==> config.mk <==
export PLATFORM = sky130hd
export DESIGN_NAME = uart_cmd_sequencer
export DESIGN_NICKNAME = d
export VERILOG_FILES = /design/src/rtl/uart_pkg.sv /design/src/rtl/uart_resp_tx.sv /design/src/rtl/uart_cmd_sequencer.sv
export SDC_FILE = /design/constraint.sdc
export NUM_CORES = 1
export LEC_CHECK = 0
export ABC_CLOCK_PERIOD_IN_PS = 4300
export BUFFER_PORTS_ARGS = -buffer_cell sky130_fd_sc_hd__buf_2
export CORE_AREA = 8 8 117 119
export CTS_BUF_LIST = sky130_fd_sc_hd__clkbuf_8
export DETAILED_ROUTE_END_ITERATION = 16
export DIE_AREA = 0 0 125 127
export GPL_ROUTABILITY_DRIVEN = 0
export GPL_TIMING_DRIVEN = 0
export PLACE_DENSITY = 0.75
export SYNTH_ARGS = -nofsm -noshare
export SYNTH_HDL_FRONTEND = slang
export SYNTH_SLANG_ARGS = --single-unit
export TNS_END_PERCENT = 5
==> constraint.sdc <==
create_clock -name clk -period 4.3 [get_ports clk]
set_clock_uncertainty 0.05 [all_clocks]
set_input_delay 0.86 -clock clk [delete_from_list [all_inputs] [get_ports clk]]
set_output_delay 0.86 -clock clk [all_outputs]
set_load 0.02 [all_outputs]
==> src/rtl/uart_pkg.sv <==
// Shared definitions for the UART packet path: command/response codes,
// sequencer state encoding, address-width helper and checksum arithmetic.
package uart_pkg;

  localparam logic [7:0] CMD_WRITE   = 8'h01;
  localparam logic [7:0] CMD_READ    = 8'h02;
  localparam logic [7:0] CMD_PING    = 8'h03;

  localparam logic [7:0] RSP_WRITE   = 8'h81;
  localparam logic [7:0] RSP_READ    = 8'h82;
  localparam logic [7:0] RSP_PING    = 8'h83;
  localparam logic [7:0] RSP_BAD_LEN = 8'hFE;
  localparam logic [7:0] RSP_BAD_CMD = 8'hFF;

  localparam int MAX_READ_DEFAULT = 16;

  typedef enum logic [2:0] {
    S_IDLE,
    S_FETCH,
    S_EXEC_WR,
    S_TX_CMD,
    S_TX_LEN,
    S_TX_DATA,
    S_TX_SUM
  } seq_state_t;

  function automatic int clogb2(input int value);
    int v;
    int n;
    v = value - 1;
    n = 0;
    while (v > 0) begin
      n = n + 1;
      v = v >> 1;
    end
    return n;
  endfunction

  function automatic logic [7:0] csum_step(input logic [7:0] acc, input logic [7:0] b);
    return acc + b;
  endfunction

  function automatic logic [7:0] csum_final(input logic [7:0] acc);
    return ~acc;
  endfunction

endpackage

==> src/rtl/uart_resp_tx.sv <==
// Response byte-stream stage: holds the presented byte under valid/ready,
// accumulates the running checksum and produces the final sum byte with tx_last.
module uart_resp_tx
  import uart_pkg::*;
(
  input  logic       clk,
  input  logic       reset,
  input  logic       load,
  input  logic       load_first,
  input  logic       load_sum,
  input  logic       load_live,
  input  logic [7:0] load_byte,
  input  logic [7:0] live_byte,
  input  logic       tx_ready,
  output logic       tx_valid,
  output logic [7:0] tx_data,
  output logic       tx_last,
  output logic       fire
);

  logic [7:0] data_q;
  logic [7:0] acc;
  logic       live;

  // Live bytes track the register bank directly so reg_addr and tx_data stay aligned.
  assign tx_data = live ? live_byte : data_q;
  assign fire    = tx_valid & tx_ready;

  always_ff @(posedge clk or negedge reset) begin
    if (!reset) begin
      tx_valid <= 1'b0;
      tx_last  <= 1'b0;
      data_q   <= '0;
      live     <= 1'b0;
      acc      <= '0;
    end else begin
      if (fire) begin
        acc <= csum_step(acc, tx_data);
      end
      if (load) begin
        tx_valid <= 1'b1;
        tx_last  <= load_sum;
        live     <= load_live;
        // The sum is only loaded on the handshake of the preceding byte, so fold it in here.
        data_q   <= load_sum ? csum_final(csum_step(acc, tx_data)) : load_byte;
        if (load_first) begin
          acc <= '0;
        end
      end else if (fire) begin
        tx_valid <= 1'b0;
        tx_last  <= 1'b0;
        live     <= 1'b0;
        data_q   <= '0;
      end
    end
  end

endmodule

==> src/rtl/uart_cmd_sequencer.sv <==
// Executes one received packet at a time against the register bank and
// streams back a checksummed response; packets arriving while busy are dropped.
module uart_cmd_sequencer
  import uart_pkg::*;
#(
  parameter int NUMBER   = 256,
  parameter int MAX_READ = MAX_READ_DEFAULT,
  localparam int AW      = clogb2(NUMBER)
) (
  input  logic          clk,
  input  logic          reset,
  input  logic          pck_done,
  input  logic [7:0]    cmd_rx,
  input  logic [AW-1:0] len_rx,
  output logic [AW-1:0] rd_addr,
  input  logic [7:0]    rd_data,
  output logic [7:0]    reg_addr,
  output logic          reg_wr_en,
  output logic [7:0]    reg_wr_data,
  input  logic [7:0]    reg_rd_data,
  output logic          tx_valid,
  output logic [7:0]    tx_data,
  output logic          tx_last,
  input  logic          tx_ready,
  output logic          busy,
  output logic          overrun
);

  seq_state_t    state;
  logic [7:0]    cmd_q;
  logic [AW-1:0] len_q;
  logic [AW-1:0] wr_left;
  logic [7:0]    start_q;
  logic [7:0]    data_left;
  logic [7:0]    resp_cmd;
  logic [7:0]    resp_len;
  logic          read_resp;
  logic          fetch_ph;

  logic          base_ok;
  logic [7:0]    direct_cmd;
  logic [7:0]    direct_len;
  logic          count_ok;
  logic          fire;
  logic          load;
  logic          load_first;
  logic          load_sum;
  logic          load_live;
  logic [7:0]    load_byte;

  assign busy     = (state != S_IDLE);
  assign count_ok = (rd_data != 8'h00) && (rd_data <= 8'(MAX_READ));

  always_comb begin
    base_ok = ((cmd_rx == CMD_WRITE) && (len_rx >= AW'(2))) ||
              ((cmd_rx == CMD_READ)  && (len_rx == AW'(2)));
    if ((cmd_rx == CMD_PING) && (len_rx == '0)) begin
      direct_cmd = RSP_PING;
      direct_len = 8'h00;
    end else if ((cmd_rx == CMD_WRITE) || (cmd_rx == CMD_READ) || (cmd_rx == CMD_PING)) begin
      direct_cmd = RSP_BAD_LEN;
      direct_len = 8'h01;
    end else begin
      direct_cmd = RSP_BAD_CMD;
      direct_len = 8'h01;
    end
  end

  always_comb begin
    load       = 1'b0;
    load_first = 1'b0;
    load_sum   = 1'b0;
    load_live  = 1'b0;
    load_byte  = '0;
    case (state)
      S_IDLE: begin
        if (pck_done && !base_ok) begin
          load       = 1'b1;
          load_first = 1'b1;
          load_byte  = direct_cmd;
        end
      end
      S_FETCH: begin
        if (fetch_ph && (cmd_q == CMD_READ)) begin
          load       = 1'b1;
          load_first = 1'b1;
          load_byte  = count_ok ? RSP_READ : RSP_BAD_LEN;
        end
      end
      S_EXEC_WR: begin
        if (wr_left == '0) begin
          load       = 1'b1;
          load_first = 1'b1;
          load_byte  = RSP_WRITE;
        end
      end
      S_TX_CMD: begin
        if (fire) begin
          load      = 1'b1;
          load_byte = resp_len;
        end
      end
      S_TX_LEN: begin
        if (fire) begin
          load      = 1'b1;
          load_sum  = (resp_len == 8'h00);
          load_live = (resp_len != 8'h00) && read_resp;
          load_byte = cmd_q;
        end
      end
      S_TX_DATA: begin
        if (fire) begin
          load      = 1'b1;
          load_sum  = (data_left == 8'h00);
          load_live = (data_left != 8'h00);
        end
      end
      default: ;
    endcase
  end

  uart_resp_tx u_resp_tx (
    .clk        (clk),
    .reset      (reset),
    .load       (load),
    .load_first (load_first),
    .load_sum   (load_sum),
    .load_live  (load_live),
    .load_byte  (load_byte),
    .live_byte  (reg_rd_data),
    .tx_ready   (tx_ready),
    .tx_valid   (tx_valid),
    .tx_data    (tx_data),
    .tx_last    (tx_last),
    .fire       (fire)
  );

  always_ff @(posedge clk or negedge reset) begin
    if (!reset) begin
      state       <= S_IDLE;
      rd_addr     <= '0;
      reg_addr    <= '0;
      reg_wr_en   <= 1'b0;
      reg_wr_data <= '0;
      overrun     <= 1'b0;
      cmd_q       <= '0;
      len_q       <= '0;
      wr_left     <= '0;
      start_q     <= '0;
      data_left   <= '0;
      resp_cmd    <= '0;
      resp_len    <= '0;
      read_resp   <= 1'b0;
      fetch_ph    <= 1'b0;
    end else begin
      if (pck_done && (state != S_IDLE)) begin
        overrun <= 1'b1;
      end
      case (state)
        S_IDLE: begin
          if (pck_done) begin
            cmd_q     <= cmd_rx;
            len_q     <= len_rx;
            fetch_ph  <= 1'b0;
            read_resp <= 1'b0;
            // Address 0 is already on the buffer while idle, so data0 arrives next cycle.
            if (base_ok) begin
              rd_addr <= AW'(1);
              state   <= S_FETCH;
            end else begin
              resp_cmd <= direct_cmd;
              resp_len <= direct_len;
              state    <= S_TX_CMD;
            end
          end
        end
        S_FETCH: begin
          if (!fetch_ph) begin
            start_q  <= rd_data;
            fetch_ph <= 1'b1;
            rd_addr  <= rd_addr + AW'(1);
          end else if (cmd_q == CMD_READ) begin
            rd_addr   <= '0;
            read_resp <= count_ok;
            resp_cmd  <= count_ok ? RSP_READ : RSP_BAD_LEN;
            resp_len  <= count_ok ? rd_data : 8'h01;
            state     <= S_TX_CMD;
          end else begin
            reg_wr_en   <= 1'b1;
            reg_wr_data <= rd_data;
            reg_addr    <= start_q;
            wr_left     <= len_q - AW'(2);
            rd_addr     <= rd_addr + AW'(1);
            resp_cmd    <= RSP_WRITE;
            resp_len    <= 8'h00;
            state       <= S_EXEC_WR;
          end
        end
        S_EXEC_WR: begin
          if (wr_left != '0) begin
            reg_wr_data <= rd_data;
            reg_addr    <= reg_addr + 8'h01;
            wr_left     <= wr_left - AW'(1);
            rd_addr     <= rd_addr + AW'(1);
          end else begin
            reg_wr_en <= 1'b0;
            rd_addr   <= '0;
            state     <= S_TX_CMD;
          end
        end
        S_TX_CMD: begin
          if (fire) begin
            state <= S_TX_LEN;
          end
        end
        S_TX_LEN: begin
          if (fire) begin
            if (resp_len == 8'h00) begin
              state <= S_TX_SUM;
            end else begin
              data_left <= resp_len - 8'h01;
              if (read_resp) begin
                reg_addr <= start_q;
              end
              state <= S_TX_DATA;
            end
          end
        end
        S_TX_DATA: begin
          if (fire) begin
            if (data_left == 8'h00) begin
              state <= S_TX_SUM;
            end else begin
              data_left <= data_left - 8'h01;
              reg_addr  <= reg_addr + 8'h01;
            end
          end
        end
        S_TX_SUM: begin
          if (fire) begin
            state <= S_IDLE;
          end
        end
        default: state <= S_IDLE;
      endcase
    end
  end

endmodule

Yosys cells after proc, flatten, opt, wreduce, memory -nomap -nowiden

Index checks and enable logic that the tools add are counted.

Register bits after elaboration: 98
Bits of input ports: 36
Output and inout bits: 37
Word-level logic and storage cells: 186

$add $sub $neg: 7
$lt $le $gt $ge: 2
Eq/ne operators: 27
Multiplexer cells: 88
Bitwise logic cells: 3
Reductions and logical operators: 40

Operators with widths:

| kind                                                                                | number |
|---|---|
| 8-bit 2-to-1 mux                                                                    | 41 |
| 8-bit case mux with 2 select lines                                                  | 4 |
| 8-bit case mux with 5 select lines                                                  | 1 |
| 8-bit by 2-bit equality test with 1-bit output, second input constant               | 4 |
| 8-bit zero test                                                                     | 4 |
| 2-bit != test, second input constant                                                | 16 |
| 8-bit case mux with 4 select lines                                                  | 1 |
| 8-bit nonzero test                                                                  | 4 |
| 3-bit 2-to-1 mux                                                                    | 8 |
| 8-bit case mux with 3 select lines                                                  | 1 |
| 8-bit by 1-bit subtractor with 8-bit output, second input constant                  | 3 |
| 1-bit 2-to-1 mux                                                                    | 21 |
| 3-bit case mux with 7 select lines                                                  | 1 |
| 8-bit by 1-bit adder with 8-bit output, second input constant                       | 2 |
| 4-bit AND reduction                                                                 | 4 |
| 1-bit case mux with 2 select lines                                                  | 5 |
| 3-bit equality test, second input constant                                          | 3 |
| 9-bit AND reduction                                                                 | 1 |
| 8-bit adder                                                                         | 1 |
| 8-bit by 1-bit equality test with 1-bit output, second input constant               | 1 |
| 8-bit by 2-bit greater-or-equal comparator with 1-bit output, second input constant | 1 |
| 8-bit by 5-bit less-or-equal comparator with 1-bit output, second input constant    | 1 |
| 1-bit logical AND                                                                   | 8 |
| 8-bit NOT                                                                           | 1 |
| 20 further kinds                                                                    | 30 |

Depth between registers and ports, before layout

Gate-level depths: netlist of run 1.

Word-level depth: 9
Mapped depth: 10
Mapped depth without buffers: 9

Modules after synthesis

From an unflattened synthesis of run 1, not the netlist that was laid out.

Cell total of the unflattened synthesis: 643
Area total of the unflattened synthesis: 5905.7 sq um

By module, submodules not included:

| module             | instances | cells an instance | area each (sq um) | seq. area each (sq um) |
|---|---|---|---|---|
| uart_cmd_sequencer | 1         | 492               | 4570.6            | 1976.9 |
| uart_resp_tx       | 1         | 151               | 1335.0            | 475.5 |

Least setup slack after synthesis of run 1

OpenSTA, ideal clock, no wires.

Path kind: input port to flip-flop
From: input port reg_rd_data[2]
To: register u_resp_tx.acc[7]
Setup time: 77 ps
Arrival: 2855 ps
Data required time: 4173 ps
Path slack: 1317 ps
Stages: 8
Path buffers: 0
Cell sequence: mux2_2 ha_1 and3_1 a221oi_1 o2bb2ai_1 xnor2_1 or3_1 a21oi_1

Word-level cells in the longest chain between the ends: 5

RTL lines:

| what                 | line                     | source |
|---|---|---|
| start, declared      | uart_cmd_sequencer.sv:20 | `input logic [7:0] reg_rd_data,` |
| 8-bit 2-to-1 mux (*) | uart_resp_tx.sv:26       | `assign tx_data = live ? live_byte : data_q;` |
| 8-bit adder (*)      | uart_pkg.sv:40           | `return acc + b;` |
| 8-bit 2-to-1 mux (*) | uart_resp_tx.sv:37       | `if (fire) begin` |
| 8-bit 2-to-1 mux     | uart_resp_tx.sv:46       | `if (load_first) begin` |
| 8-bit 2-to-1 mux (*) | uart_resp_tx.sv:40       | `if (load) begin` |
| end signal, assigned | uart_resp_tx.sv:38       | `acc <= csum_step(acc, tx_data);` |
| end, declared        | uart_resp_tx.sv:22       | `logic [7:0] acc;` |

Mark *: on every way between the ends. The rest lies on a longest branch, timed or not.
A chain may end at the register's enable or synchronous reset.

Worst setup path in the final report of run 1

From: register state[2]
To: register data_left[6]

Word-level cells in the longest chain between the ends: 3
Elaborated cells on any way between the ends: 9
Those cells by class: 6 x eq/ne; 1 x mux; 2 x reduce/logical

RTL lines:

| what                                                                 | line                      | source |
|---|---|---|
| start, declared                                                      | uart_cmd_sequencer.sv:29  | `seq_state_t state;` |
| start signal, assigned                                               | uart_cmd_sequencer.sv:140 | `state <= S_IDLE;` |
| start signal, assigned                                               | uart_cmd_sequencer.sv:169 | `state <= S_FETCH;` |
| start signal, assigned                                               | uart_cmd_sequencer.sv:173 | `state <= S_TX_CMD;` |
| 3-bit equality test                                                  | uart_cmd_sequencer.sv:159 | `case (state)` |
| 2-bit != test (no source line) or 2-bit nonzero test (tied branches) | --                        |  |
| 5-bit AND reduction (no source line)                                 | --                        |  |
| end signal, assigned                                                 | uart_cmd_sequencer.sv:221 | `data_left <= resp_len - 8'h01;` |
| end signal, assigned                                                 | uart_cmd_sequencer.sv:234 | `data_left <= data_left - 8'h01;` |
| end, declared                                                        | uart_cmd_sequencer.sv:34  | `logic [7:0] data_left;` |

Several ways; a longest one is shown, not always the timed one.

==> results of run 1 <==
[worst max-delay path: cells and delay by family, from the launching register on]
kind / cells / cell delay (ns)
muxes: 1 / 0.24
and+or+nand+nor: 2 / 0.35
adders and majority gates: 1 / 0.22
DFF: 1 / 0.48
buffers and inverters: 3 / 1.21
AOI/OAI and AO/OA: 3 / 0.64
[power breakdown]
group	internal [W]	switching, W
Clock	0.000285	0.000326
Combinational	0.000944	0.00150
Sequential	0.00129	0.000319
Total	0.00252	0.00214
[flip-flops by register name, indices dropped and copies added, names as in the netlist]
signal / count
u_resp_tx.tx_last: 1
len_q: 8
state: 3
u_resp_tx.live: 1
data_left: 8
cmd_q: 8
wr_left: 8
rd_addr: 8
fetch_ph: 1
read_resp: 1
start_q: 8
u_resp_tx.acc: 8
reg_wr_en: 1
resp_len: 8
reg_addr: 8
u_resp_tx.data_q: 8
overrun: 1
reg_wr_data: 8
u_resp_tx.tx_valid: 1
[metrics by stage]
step                utilization, %  total power (W)  instance area (sq um)  setup WS [ns]  std cells
finish                        55.1          0.00466                   6500           1.01        882
global route                  55.1          0.00504                   6500          0.705        882
CTS                           55.1          0.00466                   6500           1.07        882
detailed placement            53.3          0.00404                   6300           1.06        866
global placement              53.1          0.00391                   6270           1.09        865
floorplan                        -          0.00333                   5730           1.32        646
[final cells by class]
cell class / instances / area, sq um / area share (%)
repair buffers: 73 / 390 / 6.00
clock buffers: 10 / 138 / 2.12
well taps: 147 / 184 / 2.83
inverters: 22 / 82.6 / 1.27
flip-flops and latches: 98 / 2450 / 37.7
plain buffers: 35 / 156 / 2.41
clock inverters: 6 / 65.1 / 1.00
multi-input cells: 491 / 3030 / 46.7
[cells by family after synthesis]
family                   after synthesis  share of synthesized area [%]
AND/OR/NAND/NOR                      255                           21.6
flip-flops                            98                           42.8
XOR/XNOR                              16                           2.45
buffers and inverters                 57                           4.17
AO/OA/AOI/OAI                        181                           20.9
adder cells (fa/ha/maj)               14                           3.19
multiplexers                          25                           4.79
[how the worst max path moves through the flow]
stage                    startpoint                         end  slack (ns)  cells after the start
3_3_place_gp              cmd_rx[5]     resp_len[0]$_DFFE_PN0P_        1.09                      7
3_5_place_dp              cmd_rx[5]     resp_len[0]$_DFFE_PN0P_        1.06                      7
4_1_cts        state[2]$_DFFE_PN0P_    data_left[6]$_DFFE_PN0P_        1.07                     10
2_1_floorplan        reg_rd_data[2]  u_resp_tx.acc[7]$_DFF_PN0_        1.32                      8
6_report       state[2]$_DFFE_PN0P_    data_left[6]$_DFFE_PN0P_        1.01                     10
5_1_grt        state[2]$_DFFE_PN0P_    data_left[4]$_DFFE_PN0P_        0.70                     10
[per-layer routing]
metal | vias to the layer above | wire length (microns) | global-route usage [%]
met5 | - | 0 | 0
li1 | 2488 | - | -
met4 | 0 | 250 | 6.59
met3 | 26 | 911 | 4.16
met1 | 2572 | 6610 | 23.7
met2 | 182 | 7190 | 32.3
[cell usage in the layout, fill, tap and decap left out, drive strengths merged, types with 5 or more instances in the layout]
master / n
nand2: 112
dfrtp: 98
buf: 81
o21ai: 50
nor2: 43
a21oi: 42
clkbuf: 37
nor3: 24
inv: 24
mux2: 19
ha: 13
and3: 12
a21o: 10
xnor2: 10
o22ai: 10
nand3: 9
o31ai: 9
a22o: 8
a211o: 7
nor4: 7
and2: 6
xor2: 6
mux2i: 6
or3: 6
a31oi: 6
nor3b: 6
or4: 6
a22oi: 5
o22a: 5
or3b: 5
==> reports/results.tsv, run 1 <==
metric	value	unit
yosysWarnings	0	
core.rowCount	40	
vdd_drop_max	0.412	mV
grt_overflow	0	
clk_transition_reported_paths	0.10	ns
synth_top_area_share	42.8	%
min_period	3.29	ns
grt_max_degree	72	
htree_levels	3	
setup_viol	0	
rsz0062_at_grt	no	
cp_data_required_time	4.51	ns
p_leak	3.04	nW
fill_cells	1111	
synth-main-ff-cell	dfrtp_1	
synth-seq-area-share	42.8	%
clock_latency	0.36	ns
grt_pass1_vias	5384	
die_h	127	microns
synth_seq_cells	98	
slew_violations	0	
crit_top_cell	clkbuf_1	
drtPass1Iterations	4	
final_layout_size_suffix_gt1_share	17.3	%
via_per_inst	5.97	
ys_types	69	
synthArstFlopShare	100	%
drt_wl_total	15000	microns
synth_area	5730	sq um
finalHoldViolations	0	
grt.total_usage	19.1	%
synth.avg_cell_area	8.86	sq um
powerDensity	717	nW/um^2
cts.sink_count	98	
cts_buffers	9	
cp-start-kind	flip-flop	
clock.fmax	304	MHz
worst-r2r-setup-slack	1.01	ns
areaGrowthSynthToFinish	13.6	%
vias	5268	
root_buffer	clkbuf_8	
cts_resized	0	
worstRegToRegCells	10	
holdBufCountCts	0	
syn_inst	646	
maxCapViolCount	0	
critPathMaxStageDelay	0.48	ns
post-synth-top-count-cell	nand2_1	
crit_fanout	10	
regToRegEndpoint	data_left[6]$_DFFE_PN0P_	
place_hpwl	11300	microns
drc	0	
cts_tree	yes	
synth_common_cells	112 x nand2_1, 98 x dfrtp_1, 43 x nor2_1, 41 x a21oi_1, 36 x o21ai_0	
synth_nets	696	
initial_utilization	48.5	%
hold_class	in2async	
tns	0	ns
rr_startpoint	state[2]$_DFFE_PN0P_	
relSlewSlack	36.8	%
yosysTopAreaCell	dfrtp_1	
chipWidth	125	microns
path_class	reg2reg	
antennaDiodeCount	0	
worstPathCellList	clkbuf_1 -> and3b_1 -> clkbuf_1 -> clkbuf_1 -> mux2i_1 -> ha_1 -> o21ai_0 -> a21oi_1 -> nor4_1 -> a211oi_1	
wire_per_inst	17.0	microns
die-area	15900	sq um
synth_edf_count	0	
core_area	11800	sq um
status	completed	
synth_area_leaders	dfrtp_1 43%, nand2_1 7.3%, a21oi_1 3.6%, mux2_2 3.5%, o21ai_0 3.1%	
finalHoldWorstSlack	0.352	ns
cp_slowest_cell	dfrtp_1	
grt_pass1_wl	25600	microns
tightest_slew	0.939	ns
period_share	76.6	%
cp.arrival	3.51	ns
antenna_found_initial	0	
clockBufferDepth	2	
layout.nets	780	
end_kind	flip-flop	
numPortBuffers	72	
antenna_violating_nets_post_route	0	
post_cts_buffers	0	
ios	73	
drtIter0Drc	290	
Note: power is estimated with default switching activity, not from simulation.
==> run 2: changes to the inputs <==
Settings changed: ABC_AREA from default to 1, ABC_CLOCK_PERIOD_IN_PS 4300 to 3400, CORE_AREA 8 8 117 119 to 8 8 119 121, DIE_AREA 0 0 125 127 to 0 0 127 129.
Clock period 4.3 ns to 3.4 ns, I/O delays scaled along.
==> run 2 against run 1 <==
Setup slack improved by 0.013 ns; core utilization shrank 0.25 points; non-clock buffer count fell by 15; critical path depth unchanged; area after synthesis increased by 4.3%; via count up 1.6%; total power rose by 41%; flip-flop and latch count did not move; worst hold slack lost 0.12 ns; clock power grew 29%; sequential share of layout area is 1.4 points lower.
==> reports/results.tsv, run 2 <==
metric	value	unit	change
drtPass1Iterations	5		+1
rr_startpoint	u_resp_tx.live$_DFFE_PN0P_		
cts_resized	0		unchanged
cp-start-kind	flip-flop		
status	completed		
core_area	12300	sq um	+4.2%
synth_area_leaders	dfrtp_1 41%, nand2_1 14%, inv_1 5.7%, o21ai_0 5.4%, nor2_1 4.2%		
synthMuxAreaShare	1.82	%	-3.0 points
numPortBuffers	72		unchanged
clock_latency	0.38	ns	+0.02 ns
path_class	reg2reg		
areaGrowthSynthToFinish	13.0	%	
synth_seq_cells	98		unchanged
layout.cells.non_filler	1018		+15%
worstPathCellList	buf_2 -> mux2_2 -> ha_1 -> fa_1 -> nand4_1 -> nand3_1 -> xor2_1 -> nand2_1 -> nand2_1 -> nand2_1		
grt.total_usage	18.0	%	-1.1 points
cts_buffers	9		unchanged
critical-path-top-delay-family	adder cells		
place_hpwl	10900	microns	-3.5%
cts.sink_count	98		unchanged
synth_area	5970	sq um	+4.3%
grt_pass1_vias	5170		-4.0%
regToRegEndpoint	u_resp_tx.data_q[6]$_DFFE_PN0P_		
synth_nets	830		+19%
fin_util	54.8	%	-0.25 points
crit_fanout	10		unchanged
syn_inst	780		+21%
dp_cells	1003		+16%
seqPwrFrac	30.9	%	-3.6 points
clkPwrFrac	12.0	%	-1.1 points
drt_wl_total	14000	microns	-6.1%
hold_class	in2async		
place_ws	0.886	ns	-0.172 ns
period_share	70.0	%	-6.6 points
die-area	16400	sq um	+3.2%
synth-main-ff-cell	dfrtp_1		
synth_edf_count	0		unchanged
yosysTopAreaCell	dfrtp_1		
via_per_inst	5.26		-12%
slew_violations	0		unchanged
tns	0	ns	unchanged
cp_num_cells	10		unchanged
drc	0		unchanged
synth_top_family_by_area	simple AND/OR/NAND/NOR gates		
synth-compound-area-share	12.8	%	-8.1 points
maxCapViolCount	0		unchanged
p_switching	0.00318	W	+49%
relSlewSlack	63.6	%	+27 points
layout.nets	914		+17%
post_cts_buffers	0		unchanged
worst-r2r-setup-slack	1.02	ns	about the same
total_power	0.00658	W	+41%
grt_pass1_wl	24300	microns	-4.9%
cp_slowest_cell	fa_1		
antenna_found_initial	0		unchanged
yosysWarnings	0		unchanged
grt_max_degree	58		-19%
critPathMaxStageDelay	0.44	ns	-0.04 ns
layout_common_cells	220 x nand2_1, 98 x dfrtp_1, 90 x inv_1, 78 x buf_2, 67 x nor2_1		
worstSetupStartpoint	u_resp_tx.live$_DFFE_PN0P_		
synth_simple_gate_area_share	29.3	%	+7.6 points
min_period	2.38	ns	-0.913 ns
drtIter0Drc	293		+1.0%
cp_data_required_time	3.63	ns	-0.88 ns
end_kind	flip-flop		
antennaDiodeCount	0		unchanged
final_common_cell	nand2_1		
powerDensity	974	nW/um^2	+36%
path_buf_inv	1		-2
synth_fa_ha_area_share	3.06	%	-0.13 points
die_h	129	microns	+1.6%
synth_top_area_share	41.1	%	-1.8 points
antenna_violating_nets_post_route	0		unchanged
clk_transition_reported_paths	0.10	ns	about the same
synth.avg_cell_area	7.65	sq um	-14%
cts_tree	yes		
ys_types	47		-32%
p_leak	3.49	nW	+15%
root_buffer	clkbuf_8		
intPower	0.00339	W	+35%
holdBufCountCts	0		unchanged
htree_levels	3		unchanged
synth_common_cells	220 x nand2_1, 98 x dfrtp_1, 90 x inv_1, 67 x nor2_1, 64 x o21ai_0		
synth-seq-area-share	41.1	%	-1.8 points
grt_overflow	0		unchanged
clock.fmax	420	MHz	+38%
power.share.combinational	57.0	%	+4.6 points
chipWidth	127	microns	+1.6%
vdd_drop_max	0.497	mV	+21%
synthArstFlopShare	100	%	unchanged
initial_utilization	48.5	%	about the same
clockBufferDepth	2		unchanged
ios	73		unchanged
synth-xor-area-share	3.23	%	+0.78 points
rsz0062_at_grt	no		
tightest_slew	0.546	ns	-0.393 ns
vias	5352		+1.6%
core.rowCount	41		+2.5%
crit_top_cell	nand2_1		
cp.arrival	2.61	ns	-0.90 ns
wire_per_inst	13.8	microns	-19%
sw_frac_of_total	48.4	%	+2.5 points
post-synth-top-count-cell	nand2_1		
crit_path_end	u_resp_tx.data_q[6]$_DFFE_PN0P_		
final_layout_size_suffix_gt1_share	18.2	%	+0.92 points
setup_viol	0		unchanged
finalHoldViolations	0		unchanged
worstRegToRegCells	10		unchanged
setup_slack	1.02	ns	+0.0129 ns
-- run 2: per-layer routing --
layer  vias to the layer above  GRT usage, %  part of all wire, %
li1                       2696             -                    -
met1                      2530          23.3                   47
met2                       106          29.9                   48
met3                        20          3.35                  3.7
met4                         0          5.88                  1.6
met5                         -             0                    0
-- run 2: power groups by stage --
stage | clock, W | combinational, W | sequential (W)
2_1_floorplan | 0 | 0.00270 | 0.00215
3_3_place_gp | 0 | 0.00366 | 0.00204
6_report | 0.000791 | 0.00375 | 0.00203
5_1_grt | 0.000852 | 0.00422 | 0.00210
4_1_cts | 0.000800 | 0.00377 | 0.00203
3_5_place_dp | 0 | 0.00375 | 0.00205
-- run 2: worst reg2reg max path, stage by stage, from the launching register on --
cell     delay (ns)
dfrtp_1        0.34
buf_2          0.22
mux2_2         0.38
ha_1           0.23
fa_1           0.44
nand4_1        0.12
nand3_1        0.10
xor2_1         0.19
nand2_1        0.07
nand2_1        0.09
nand2_1        0.05
-- run 2: per-stage QoR --
stage,instance area [sq um],hold WS (ns)
after floorplan,5970,0.334
after global placement,6520,0.405
after detailed placement,6550,0.410
after CTS,6750,0.254
after global routing,6750,0.281
final,6750,0.232
-- run 2: cells by family (layout without fill, tap and decap cells) --
logic type / Yosys count / count (layout)
flip-flops: 98 / 98
multiplexers: 10 / 10
XOR/XNOR: 22 / 22
AND/OR/NAND/NOR: 388 / 388
buffers and inverters: 119 / 207
AO/OA/AOI/OAI: 129 / 129
adder cells (fa/ha/maj): 14 / 14
-- run 2: worst min path at each step --
stage                                  startpoint                       endpoint  slack (ns)  cells after the start
finish                                      reset     reg_wr_data[6]$_DFFE_PN0P_        0.23                      1
global route                                reset     reg_wr_data[6]$_DFFE_PN0P_        0.28                      1
CTS                                         reset        reg_addr[6]$_DFFE_PN0P_        0.25                      1
detailed placement         start_q[0]$_DFFE_PN0P_         start_q[0]$_DFFE_PN0P_        0.41                      2
global placement    u_resp_tx.tx_last$_DFFE_PN0P_  u_resp_tx.tx_last$_DFFE_PN0P_        0.40                      2
floorplan                                   reset           cmd_q[0]$_DFFE_PN0P_        0.33                      0
-- run 2: final cells by class --
| class | instances | area [sq um] |
|---|---|---|
| Inverter | 99 | 382 |
| Buffer | 20 | 140 |
| Tap cell | 150 | 188 |
| Clock inverter | 5 | 62.6 |
| Multi-Input combinational cell | 563 | 3000 |
| Sequential cell | 98 | 2450 |
| Fill cell | 1196 | 5560 |
| Clock buffer | 10 | 138 |
| Timing Repair Buffer | 73 | 390 |
==> run 3: changes to the inputs <==
Settings changed: ABC_CLOCK_PERIOD_IN_PS 3400 to 2250.
Clock period 3.4 ns to 2.25 ns, I/O delays scaled along.
==> run 3 against run 2 <==
Die area unchanged; flip-flop and latch count unchanged; via count up 0.62%; sequential share of layout area down 0.55 points; cell count is 0.39% higher; largest power group unchanged; combinational power up 56%; worst hold slack worse by 0.23 ns; first-iteration DRC count is 10% lower; sequential power up 52%; clock power up 52%; critical path type unchanged; non-clock buffer count up 4.
==> reports/results.tsv, run 3 (synthesis results as in run 2) <==
metric	value	unit	change
wl_met2	6810	microns	+1.8%
clockBufferDepth	2		unchanged
fin_area	6850	sq um	+1.5%
drtIter0Drc	263		-10%
total_power	0.0101	W	+54%
worst-r2r-setup-slack	0.06	ns	-0.96 ns
p_leak	3.53	nW	+0.93%
areaGrowthSynthToFinish	14.8	%	
clk_transition_reported_paths	0.10	ns	about the same
drt_wl_total	14300	microns	+1.8%
cts.sink_count	98		unchanged
cts_buffers	9		unchanged
finalHoldViolations	0		unchanged
cp-start-kind	flip-flop		
vdd_drop_max	0.751	mV	+51%
cts_tree	yes		
critical-path-top-delay-family	adder cells		
min_period	2.19	ns	-0.190 ns
ios	73		unchanged
drt-met1-wl	6710	microns	+1.6%
chipWidth	127	microns	unchanged
cp.arrival	2.42	ns	-0.19 ns
antenna_violating_nets_post_route	0		unchanged
path_class	reg2reg		
layout.nets	918		+0.44%
die-area	16400	sq um	unchanged
grt_max_degree	58		unchanged
status	completed		
crit_fanout	5		-5
clock.fmax	457	MHz	+8.7%
place_area	6550	sq um	unchanged
core.rowCount	41		unchanged
htree_levels	3		unchanged
cp_data_required_time	2.48	ns	-1.15 ns
dr_wl_met3	562	microns	+8.3%
seq_area	2450	sq um	unchanged
fill_cells	1180		-1.3%
antennaDiodeCount	0		unchanged
hold_class	in2async		
numPortBuffers	72		unchanged
wire_per_inst	14.0	microns	+1.4%
multi_input_area	3070	sq um	+2.3%
cp_slowest_cell	dfrtp_1		
antenna_found_initial	0		unchanged
critPathMaxStageDelay	0.42	ns	-0.02 ns
place_hpwl	10900	microns	unchanged
tightest_slew	0.544	ns	-0.00197 ns
slew_violations	0		unchanged
grt_pass1_wl	24300	microns	unchanged
core_area	12300	sq um	unchanged
clock_latency	0.38	ns	about the same
via_per_inst	5.27		+0.22%
drtPass1Iterations	5		unchanged
fin_util	55.7	%	+0.84 points
maxCapViolCount	0		unchanged
relSlewSlack	63.7	%	+0.13 points
worstPathCellList	buf_6 -> mux2_4 -> ha_4 -> fa_2 -> nand4_1 -> nand3_2 -> xor2_2 -> nand2_1 -> nand2_1 -> nand2_1		
powerDensity	1480	nW/um^2	+52%
grt_pass1_vias	5170		unchanged
finalHoldWorstSlack	0.00411	ns	-0.228 ns
end_kind	flip-flop		
layout_common_cells	219 x nand2_1, 98 x dfrtp_1, 90 x inv_1, 78 x buf_2, 67 x nor2_1		
grt.total_usage	18.0	%	unchanged
drc	0		unchanged
die_h	129	microns	unchanged
crit_top_cell	nand2_1		
final_layout_size_suffix_gt1_share	19.7	%	+1.5 points
initial_utilization	48.5	%	unchanged
regToRegEndpoint	u_resp_tx.data_q[6]$_DFFE_PN0P_		
period_share	97.3	%	+27 points
holdBufCountCts	0		unchanged
setup_viol	0		unchanged
maxUsedRoutingLayer	met4		
root_buffer	clkbuf_8		
rsz0062_at_grt	yes		
final_common_cell	nand2_1		
vias	5385		+0.62%
path_buf_inv	1		unchanged
worstRegToRegCells	10		unchanged
tns	0	ns	unchanged
grt_overflow	0		unchanged
rr_startpoint	u_resp_tx.live$_DFFE_PN0P_		
## run 3: worst max-delay path by stage
stage,slack [ns],depth (start not counted),start,end
floorplan,0.04,10,u_resp_tx.live$_DFFE_PN0P_,u_resp_tx.data_q[6]$_DFFE_PN0P_
global placement,-0.34,1,reset,u_resp_tx.acc[1]$_DFF_PN0_
finish,0.06,10,u_resp_tx.live$_DFFE_PN0P_,u_resp_tx.data_q[6]$_DFFE_PN0P_
detailed placement,-0.13,10,u_resp_tx.live$_DFFE_PN0P_,u_resp_tx.data_q[6]$_DFFE_PN0P_
CTS,0.02,10,u_resp_tx.live$_DFFE_PN0P_,u_resp_tx.data_q[6]$_DFFE_PN0P_
global route,-0.05,10,u_resp_tx.live$_DFFE_PN0P_,u_resp_tx.data_q[6]$_DFFE_PN0P_
## run 3: per-stage QoR
| step | worst slack (ns) | instances |
|---|---|---|
| after global placement | -0.340 | 1002 |
| after detailed placement | -0.127 | 1003 |
| after CTS | 0.0162 | 1018 |
| after floorplan | 0.0402 | 780 |
| final | 0.0611 | 1022 |
| after global routing | -0.0466 | 1022 |
## run 3: worst register-to-register path, stage by stage, from the launching register on
cell,delay [ns]
dfrtp_1,0.42
buf_6,0.15
mux2_4,0.32
ha_4,0.17
fa_2,0.41
nand4_1,0.10
nand3_2,0.09
xor2_2,0.16
nand2_1,0.07
nand2_1,0.09
nand2_1,0.05
## run 3: power breakdown
part	switching, W	internal [W]
Sequential	0.000536	0.00255
Combinational	0.00371	0.00214
Clock	0.000651	0.000545
## run 3: what timing repair did
item | 4_1_cts | 5_1_grt
gates cloned | 0 | 1
pin swaps | 0 | 3
setup endpoints to repair | 5 | 7
setup buffers | 0 | 3
gates resized for setup | 3 | 12
## run 3: area by class of cell
type | instances | area share [%]
Buffer | 20 | 2.14
Inverter | 99 | 5.57
Clock buffer | 10 | 2.01
Tap cell | 150 | 2.74
Clock inverter | 5 | 0.913
Timing Repair Buffer | 77 | 6.10
Multi-Input combinational cell | 563 | 44.7
Sequential cell | 98 | 35.8
## run 3: layer usage
layer  track usage (%)  vias up
met5                 0        -
met4              5.88        0
met3              3.35       20
met2              29.9      122
met1              23.3     2539
li1                  -     2704
